<file path="config.mk">
export PLATFORM = sky130hd
export DESIGN_NAME = registrador_coluna_parametrizado
export DESIGN_NICKNAME = d
export VERILOG_FILES = /design/src/rtl/registrador_coluna_pkg.sv /design/src/rtl/divisor_passo.sv /design/src/rtl/registrador_coluna_parametrizado.sv
export SDC_FILE = /design/constraint.sdc
export NUM_CORES = 1
export LEC_CHECK = 0
export CORE_MARGIN = 2
export CORE_UTILIZATION = 52
export CTS_BUF_LIST = sky130_fd_sc_hd__clkbuf_4 sky130_fd_sc_hd__clkbuf_8
export DETAILED_ROUTE_END_ITERATION = 12
export MAX_ROUTING_LAYER = met4
export PLACE_DENSITY_LB_ADDON = 0.05
export SYNTH_ARGS = -nofsm -noshare
export SYNTH_HDL_FRONTEND = slang
export SYNTH_SLANG_ARGS = --single-unit
</file>
<file path="constraint.sdc">
create_clock -name clk -period 2.54 [get_ports clk]
set_input_delay 0.508 -clock clk [delete_from_list [all_inputs] [get_ports clk]]
set_output_delay 0.508 -clock clk [all_outputs]
set_load 0.01 [all_outputs]
</file>
<file path="src/rtl/registrador_coluna_pkg.sv">
// Shared mode and direction encodings for the column-select register.
package registrador_coluna_pkg;

  localparam logic [1:0] MODE_LOAD     = 2'b00;
  localparam logic [1:0] MODE_ROT_UP   = 2'b01;
  localparam logic [1:0] MODE_ROT_DOWN = 2'b10;
  localparam logic [1:0] MODE_BOUNCE   = 2'b11;

  localparam logic DIR_UP   = 1'b0;
  localparam logic DIR_DOWN = 1'b1;

endpackage

</file>
<file path="src/rtl/divisor_passo.sv">
// Step prescaler: counts enabled cycles modulo DIV and strobes on the terminal count.
// step is combinational from the count; clear holds the count at zero.
module divisor_passo #(
  parameter int DIV = 4
) (
  input  logic clk,
  input  logic reset_n,
  input  logic clear,
  input  logic enable,
  output logic step
);

  localparam int CNT_W = (DIV > 1) ? $clog2(DIV) : 1;
  localparam logic [CNT_W-1:0] TERM = CNT_W'(DIV - 1);

  logic [CNT_W-1:0] cnt;

  assign step = enable && !clear && (cnt == TERM);

  always_ff @(posedge clk or negedge reset_n) begin
    if (!reset_n) begin
      cnt <= '0;
    end else if (clear) begin
      cnt <= '0;
    end else if (enable) begin
      cnt <= (cnt == TERM) ? '0 : cnt + CNT_W'(1);
    end
  end

endmodule

</file>
<file path="src/rtl/registrador_coluna_parametrizado.sv">
// Column-select register for the LED matrix scan: load, rotate up/down or bounce,
// advanced by a prescaled step, with lost-bit reinjection and registered step/wrap pulses.
module registrador_coluna_parametrizado
  import registrador_coluna_pkg::*;
#(
  parameter int WIDTH = 7,
  parameter int DIV   = 4
) (
  input  logic             clk,
  input  logic             reset_n,
  input  logic             ch1,
  input  logic             ch0,
  input  logic             enable,
  input  logic [WIDTH-1:0] valores_registrador,
  output logic [WIDTH-1:0] q,
  output logic             step_o,
  output logic             wrap_o
);

  localparam logic [WIDTH-1:0] ONE     = WIDTH'(1);
  localparam logic [WIDTH-1:0] MSB_ONE = ONE << (WIDTH - 1);

  logic [1:0]       mode;
  logic             is_load;
  logic             step;
  logic             dir;
  logic             dir_nxt;
  logic             wrap_nxt;
  logic [WIDTH-1:0] q_nxt;

  assign mode    = {ch1, ch0};
  assign is_load = (mode == MODE_LOAD);

  divisor_passo #(.DIV(DIV)) u_divisor (
    .clk     (clk),
    .reset_n (reset_n),
    .clear   (is_load),
    .enable  (enable),
    .step    (step)
  );

  // Next column pattern if a step happens this cycle.
  always_comb begin
    q_nxt    = q;
    dir_nxt  = dir;
    wrap_nxt = 1'b0;
    if (q == '0) begin
      // Active bit was lost: reinject it at the edge the scan starts from.
      if (mode == MODE_ROT_DOWN) begin
        q_nxt = MSB_ONE;
      end else begin
        q_nxt   = ONE;
        dir_nxt = DIR_UP;
      end
    end else begin
      case (mode)
        MODE_ROT_UP: begin
          q_nxt    = {q[WIDTH-2:0], q[WIDTH-1]};
          wrap_nxt = q[WIDTH-1];
        end
        MODE_ROT_DOWN: begin
          q_nxt    = {q[0], q[WIDTH-1:1]};
          wrap_nxt = q[0];
        end
        MODE_BOUNCE: begin
          if (dir == DIR_UP) begin
            if (q[WIDTH-1]) begin
              q_nxt    = q >> 1;
              dir_nxt  = DIR_DOWN;
              wrap_nxt = 1'b1;
            end else begin
              q_nxt = q << 1;
            end
          end else begin
            if (q[0]) begin
              q_nxt    = q << 1;
              dir_nxt  = DIR_UP;
              wrap_nxt = 1'b1;
            end else begin
              q_nxt = q >> 1;
            end
          end
        end
        default: ;
      endcase
    end
  end

  always_ff @(posedge clk or negedge reset_n) begin
    if (!reset_n) begin
      q      <= ONE;
      dir    <= DIR_UP;
      step_o <= 1'b0;
      wrap_o <= 1'b0;
    end else if (is_load) begin
      q      <= valores_registrador;
      dir    <= DIR_UP;
      step_o <= 1'b0;
      wrap_o <= 1'b0;
    end else begin
      step_o <= step;
      wrap_o <= step && wrap_nxt;
      if (step) begin
        q   <= q_nxt;
        dir <= dir_nxt;
      end
    end
  end

endmodule

</file>
==> impl_metrics.py, run 1 <==
metrics = {
    "outcome": {
        "status": "complete, no violations",
    },
    "critical_path": {
        "rr_endpoint": "q[1]$_DFFE_PN0P_",
        "crit_slowest_cell": "clkdlybuf4s50_1",
        "cp_top_family": "buffers and inverters",
        "cp_data_required_time_ns": 2.70,
        "rrSetupSlack_ns": 0.48,
        "path_class": "input port to register",
        "critical_path_depth": 7,
        "critPathCapture": "q[1]$_DFFE_PN0P_",
        "worstSetupStartpoint": "ch1",
        "cp_cell_sequence": "clkdlybuf4s50_1, inv_1, ha_1, nor2_1, o21ai_4, a21o_4, mux2_4",
        "worstPathArrival_ns": 2.37,
        "startpoint_type": "input port",
        "r2r_start": "q[6]$_DFFE_PN0P_",
        "crit_buf_inv": 2,
        "reg2reg_depth": 4,
        "worstPathMaxFanout": 7,
        "slowest_delay_ns": 0.54,
        "crit_path_end_kind": "register",
    },
    "sta": {
        "setup_viol": 0,
        "worst_slew_pin_slew_ns": 0.551,
        "period_minus_slack_ns": 2.20,
        "final_max_slew_viol_count": 0,
        "clock_skew_ns": 0.00971,
        "hold_viol": 0,
        "max_freq_mhz": 454,
        "slew_headroom_pct": 63.2,
        "tns_ns": 0,
        "rsz0062_at_grt": "no",
        "finalCritPeriodShare_pct": 86.8,
    },
    "floorplanning": {
        "die_h_microns": 46.7,
        "start_util_pct": 54.9,
        "io_pins": 21,
        "die_w_microns": 46.7,
        "core_sq_mm": 0.00173,
        "row_count": 15,
        "dieArea_sq_mm": 0.00218,
    },
    "place": {
        "place_congestion": 0.920,
        "dp.cells": 146,
        "hpwl_mm": 1.66,
        "port_buffers": 20,
    },
    "logic_synthesis": {
        "ys_types": 42,
        "synth.avg_cell_area_sq_um": 9.21,
        "yosysWarnings": 0,
        "synth_area_sq_um": 948,
        "synth_nets": 120,
        "synth_ff_type": "dfrtp_1",
        "synth_seq_cells": 12,
        "synthesis.instances": 103,
        "async_flop_share_pct": 100,
        "synth_edf_count": 0,
        "ys_seq_area_share_pct": 31.8,
    },
    "clock_network": {
        "cts_sinks": 12,
        "cts_tree": "yes",
        "clock_latency_ns": 0.28,
        "clk_pin_slew_worst_paths_ns": 0.08,
        "cts_resized": 0,
        "cts_hold_buf": 0,
        "post-cts-setup-buffer-count": 0,
        "cts_max_level": 1,
        "cts-root-buf": "clkbuf_4",
        "cts-buffers-inserted": 3,
        "clk_path_buf_depth": 2,
    },
    "drt": {
        "first_iter_violations": 31,
        "vias": 917,
        "antenna_left": 0,
        "drt-total-wl_mm": 2.42,
        "routed_via_density": 6.11,
        "wl_per_cell_microns": 16.1,
        "drc": 0,
        "drt-pass1-iter-count": 4,
    },
    "power_and_ir_drop": {
        "leakage_nw": 0.484,
        "power.density_mw_per_mm2": 744,
        "ir_drop_mv": 0.374,
        "p_clk_share_pct": 17.7,
        "seqPwrFrac_pct": 37.9,
        "power_mw": 0.905,
        "cellInternalPower_mw": 0.565,
        "combPwrFrac_pct": 44.4,
        "netSwitchingFraction_pct": 37.6,
        "netSwitchingPower_mw": 0.340,
    },
    "cells_and_area": {
        "final-instance-count-excl-fill": 150,
        "final_core_util_pct": 70.4,
        "layout_commonest_cell": "clkdlybuf4s50_1",
        "nNetsFinal": 143,
        "insertedDiodeCount": 0,
        "multiInputGateArea_sq_um": 591,
        "seq_area_sq_um": 302,
        "layout_common_cells": "clkdlybuf4s50_1, nand2_1, dfrtp_1",
        "drive_gt1_share_pct": 15.2,
        "fillerInstances": 137,
        "area_delta_synth_final_pct": 28.2,
    },
    "job": {
        "drv_cap": 0,
    },
    "global_routing": {
        "grt-ovfl-total": 0,
        "grt_pass1_vias": 855,
        "antenna_found_initial": 0,
        "grt_max_degree": 23,
        "grt_pass1_wl_mm": 3.91,
        "grt_usage_pct": 26.5,
    },
    "hold_path": {
        "min_path_cells": 2,
        "min-delay-start": "u_divisor.cnt[1]$_DFFE_PN0P_",
        "hold_path.class": "register to register",
    },
}
cell usage after synthesis, types with 3 or more instances:
master    instances  share of area, %
o31ai_1           3               2.4
a311o_1           3               3.2
nor2_1            5               2.0
ha_1              5               6.6
dfrtp_1          11                29
a211oi_1          7               5.5
nand2_1          11               4.4
inv_1             6               2.4
a31oi_1           3               2.0
nand2b_1          3               2.0
mux2i_1           3               3.2
nand4_1           3               2.0
o211ai_1          3               2.4
clkbuf_1          5               2.0
kinds of logic after synthesis:
logic type / Yosys count / share of synthesized area (%)
AO/OA/AOI/OAI: 34 / 29.4
AND/OR/NAND/NOR: 33 / 18.7
buffers and inverters: 13 / 5.94
flip-flops: 12 / 31.8
multiplexers: 6 / 7.52
adder cells (fa/ha/maj): 5 / 6.60
per-stage QoR:
step           worst slack [ns]  cell area (sq um)  hold slack (ns)
3_3_place_gp              0.170               1180            0.517
5_1_grt                   0.332               1220            0.565
6_report                  0.335               1220            0.536
2_1_floorplan             0.680                948            0.212
3_5_place_dp              0.103               1180            0.519
4_1_cts                   0.355               1220            0.537
per-layer routing:
metal / track usage (%) / up-vias / part of all wire [%]
li1: - / 439 / -
met2: 43.1 / 29 / 50
met4: 10.0 / 0 / 0.95
met3: 4.31 / 4 / 4.5
met1: 32.7 / 445 / 44
met5: - / - / 0
worst register-to-register path: stages (launching register included):
cell	delay, ns
dfrtp_1	0.53
or4_4	0.62
o21ai_4	0.27
a21o_4	0.22
mux2_4	0.30
area by class of cell:
cell class | instances | area share (%)
clock buffer | 4 | 2.98
inverter | 7 | 2.16
sequential | 12 | 24.8
timing repair buffer | 24 | 18.9
tap | 25 | 2.57
multi-input combinational | 78 | 48.6
registers in the layout, summed over array words and instances, names as in the netlist:
register and count:
wrap_o 1, dir 1, q 7, u_divisor.cnt 2, step_o 1
worst min path at each step:
stage	to	slack, ns
after floorplan	dir$_DFFE_PN0P_	0.21
after global placement	u_divisor.cnt[1]$_DFFE_PN0P_	0.52
after detailed placement	u_divisor.cnt[1]$_DFFE_PN0P_	0.52
after CTS	u_divisor.cnt[1]$_DFFE_PN0P_	0.54
after global routing	u_divisor.cnt[1]$_DFFE_PN0P_	0.57
final	u_divisor.cnt[1]$_DFFE_PN0P_	0.54
power groups by stage:
stage | combinational [mW] | clock, mW | sequential (mW)
3_5_place_dp | 0.397 | 0 | 0.345
3_3_place_gp | 0.392 | 0 | 0.343
6_report | 0.402 | 0.160 | 0.343
4_1_cts | 0.404 | 0.161 | 0.341
5_1_grt | 0.441 | 0.177 | 0.356
2_1_floorplan | 0.238 | 0 | 0.335
No activity file was read; power rests on OpenSTA's default activity.
==> inputs of run 2 (changes only) <==
CORE_MARGIN = 4   (was 2)
RECOVER_POWER = 50   (was default)
==> run 2 against run 1 <==
Critical path depth unchanged. Via count is 3.1% lower. First-iteration DRC count rose by 26%. Utilization rose by 0.65 points. Non-clock buffer count up 2. Global-route usage is 4.9 points lower. Clock skew is 0.0011 ns higher. Power grew 1.5%. Clock power about the same. Sequential share of layout area fell by 0.23 points.
==> impl_metrics.py, run 2 (synthesis gave the netlist of run 1 again) <==
metrics = {
    "critical_path": {
        "reg2reg_depth": 4,
        "crit_slowest_cell": "clkbuf_1",
        "cp_top_family": "buffers and inverters",
        "worstPathArrival_ns": 2.38,
        "worstPathMaxFanout": 16,
        "rr_endpoint": "q[5]$_DFFE_PN0P_",
        "crit_buf_inv": 3,
        "cp_cell_sequence": "clkdlybuf4s50_1, inv_1, ha_1, clkbuf_1, a211oi_1, a22o_1, mux2_4",
        "crit_path_end_kind": "register",
        "slowest_delay_ns": 0.53,
        "r2r_start": "q[6]$_DFFE_PN0P_",
        "cp_data_required_time_ns": 2.71,
        "rrSetupSlack_ns": 0.52,
        "path_class": "input port to register",
        "startpoint_type": "input port",
    },
    "floorplanning": {
        "dieArea_sq_mm": 0.00257,
        "io_pins": 21,
        "row_count": 15,
        "core_sq_mm": 0.00173,
        "die_w_microns": 50.7,
        "die_h_microns": 50.7,
        "start_util_pct": 54.9,
    },
    "power_and_ir_drop": {
        "leakage_nw": 0.497,
        "netSwitchingPower_mw": 0.345,
        "power.density_mw_per_mm2": 749,
        "cellInternalPower_mw": 0.574,
        "power_mw": 0.919,
        "combPwrFrac_pct": 45.8,
        "netSwitchingFraction_pct": 37.5,
        "p_clk_share_pct": 17.6,
        "ir_drop_mv": 0.651,
        "seqPwrFrac_pct": 36.6,
    },
    "hold_path": {
        "hold_path.class": "register to register",
        "min_path_cells": 2,
        "holdPathEnd": "u_divisor.cnt[0]$_DFFE_PN0P_",
        "min-delay-start": "u_divisor.cnt[0]$_DFFE_PN0P_",
    },
    "place": {
        "port_buffers": 20,
        "placed_cell_area_sq_mm": 0.00119,
        "place_congestion": 0.864,
        "hpwl_mm": 1.74,
    },
    "clock_network": {
        "clk_path_buf_depth": 2,
        "cts-buffers-inserted": 3,
        "cts_hold_buf": 0,
        "clock_latency_ns": 0.29,
        "clk_pin_slew_worst_paths_ns": 0.08,
        "post-cts-setup-buffer-count": 0,
        "cts_max_level": 1,
        "cts_sinks": 12,
        "cts_resized": 0,
        "cts-root-buf": "clkbuf_4",
        "cts_tree": "yes",
    },
    "drt": {
        "first_iter_violations": 39,
        "drc": 0,
        "drt-total-wl_mm": 2.35,
        "routed_via_density": 5.85,
        "drt-pass1-iter-count": 4,
        "wl_per_cell_microns": 15.5,
        "antenna_left": 0,
        "vias": 889,
    },
    "cells_and_area": {
        "largest_reg_flops": 7,
        "fillerInstances": 153,
        "top_register": "q",
        "layout_common_cells": "clkdlybuf4s50_1, nand2_1, dfrtp_1",
        "seq_area_sq_um": 302,
        "final_core_util_pct": 71.1,
        "insertedDiodeCount": 0,
        "fin_area_sq_mm": 0.00123,
        "multiInputGateArea_sq_um": 591,
        "area_delta_synth_final_pct": 29.4,
        "reg_top3": "q (7), u_divisor.cnt (2)",
        "layout_commonest_cell": "clkdlybuf4s50_1",
        "drive_gt1_share_pct": 15.7,
        "nNetsFinal": 145,
    },
    "sta": {
        "setup_viol": 0,
        "slew_headroom_pct": 56.4,
        "worst_slew_pin_slew_ns": 0.654,
        "finalCritPeriodShare_pct": 87.2,
        "tns_ns": 0,
        "hold_viol": 0,
        "rsz0062_at_grt": "no",
        "holdWs_ns": 0.557,
        "clock_skew_ns": 0.0108,
        "final_max_slew_viol_count": 0,
        "max_freq_mhz": 452,
        "period_minus_slack_ns": 2.21,
    },
    "global_routing": {
        "grt_max_degree": 17,
        "grt_pass1_vias": 884,
        "grt_usage_pct": 21.6,
        "antenna_found_initial": 0,
        "grt-ovfl-total": 0,
        "grt_pass1_wl_mm": 4.11,
    },
    "job": {
        "drv_cap": 0,
    },
    "outcome": {
        "status": "complete, no violations",
    },
}
## run 2: worst max path at each step
stage,from,endpoint,slack (ns),cells after the start
after floorplan,ch0,q[1]$_DFFE_PN0P_,0.68,7
final,ch0,q[1]$_DFFE_PN0P_,0.33,7
after global placement,ch0,q[4]$_DFFE_PN0P_,0.21,8
after CTS,ch1,q[5]$_DFFE_PN0P_,0.47,7
after global routing,ch0,q[1]$_DFFE_PN0P_,0.23,7
after detailed placement,ch1,q[5]$_DFFE_PN0P_,0.17,7
## run 2: metal layers
layer	part of all wire [%]	GRT usage, %	routed length (microns)	vias up
li1	-	-	-	446
met1	47	28.3	1100	416
met2	48	34.1	1120	25
met3	4.1	2.08	97	2
met4	1.4	8.97	32	0
met5	0	-	0	-
## run 2: stage by stage
stage                     cells  worst slack [ns]
after floorplan             103             0.680
after global placement      148             0.210
after detailed placement    148             0.165
after CTS                   152             0.470
after global routing        152             0.227
final                       152             0.326
## run 2: worst min-delay path, stage by stage, from the launching register on
cell and delay [ns]:
dfrtp_1 0.37, mux2i_1 0.07, nor2_1 0.08
## run 2: power groups by stage
stage	registers [mW]	clock network, mW	logic [mW]
global route	0.349	0.176	0.463
CTS	0.335	0.167	0.425
global placement	0.337	0	0.414
finish	0.337	0.162	0.421
detailed placement	0.339	0	0.422
floorplan	0.335	0	0.238
## run 2: cell type report
cell class                 instances  share of cell area (%)
multi-input combinational         78                    48.1
tap                               25                    2.55
clock buffer                       4                    2.96
timing repair buffer              26                    19.7
inverter                           7                    2.14
sequential                        12                    24.6
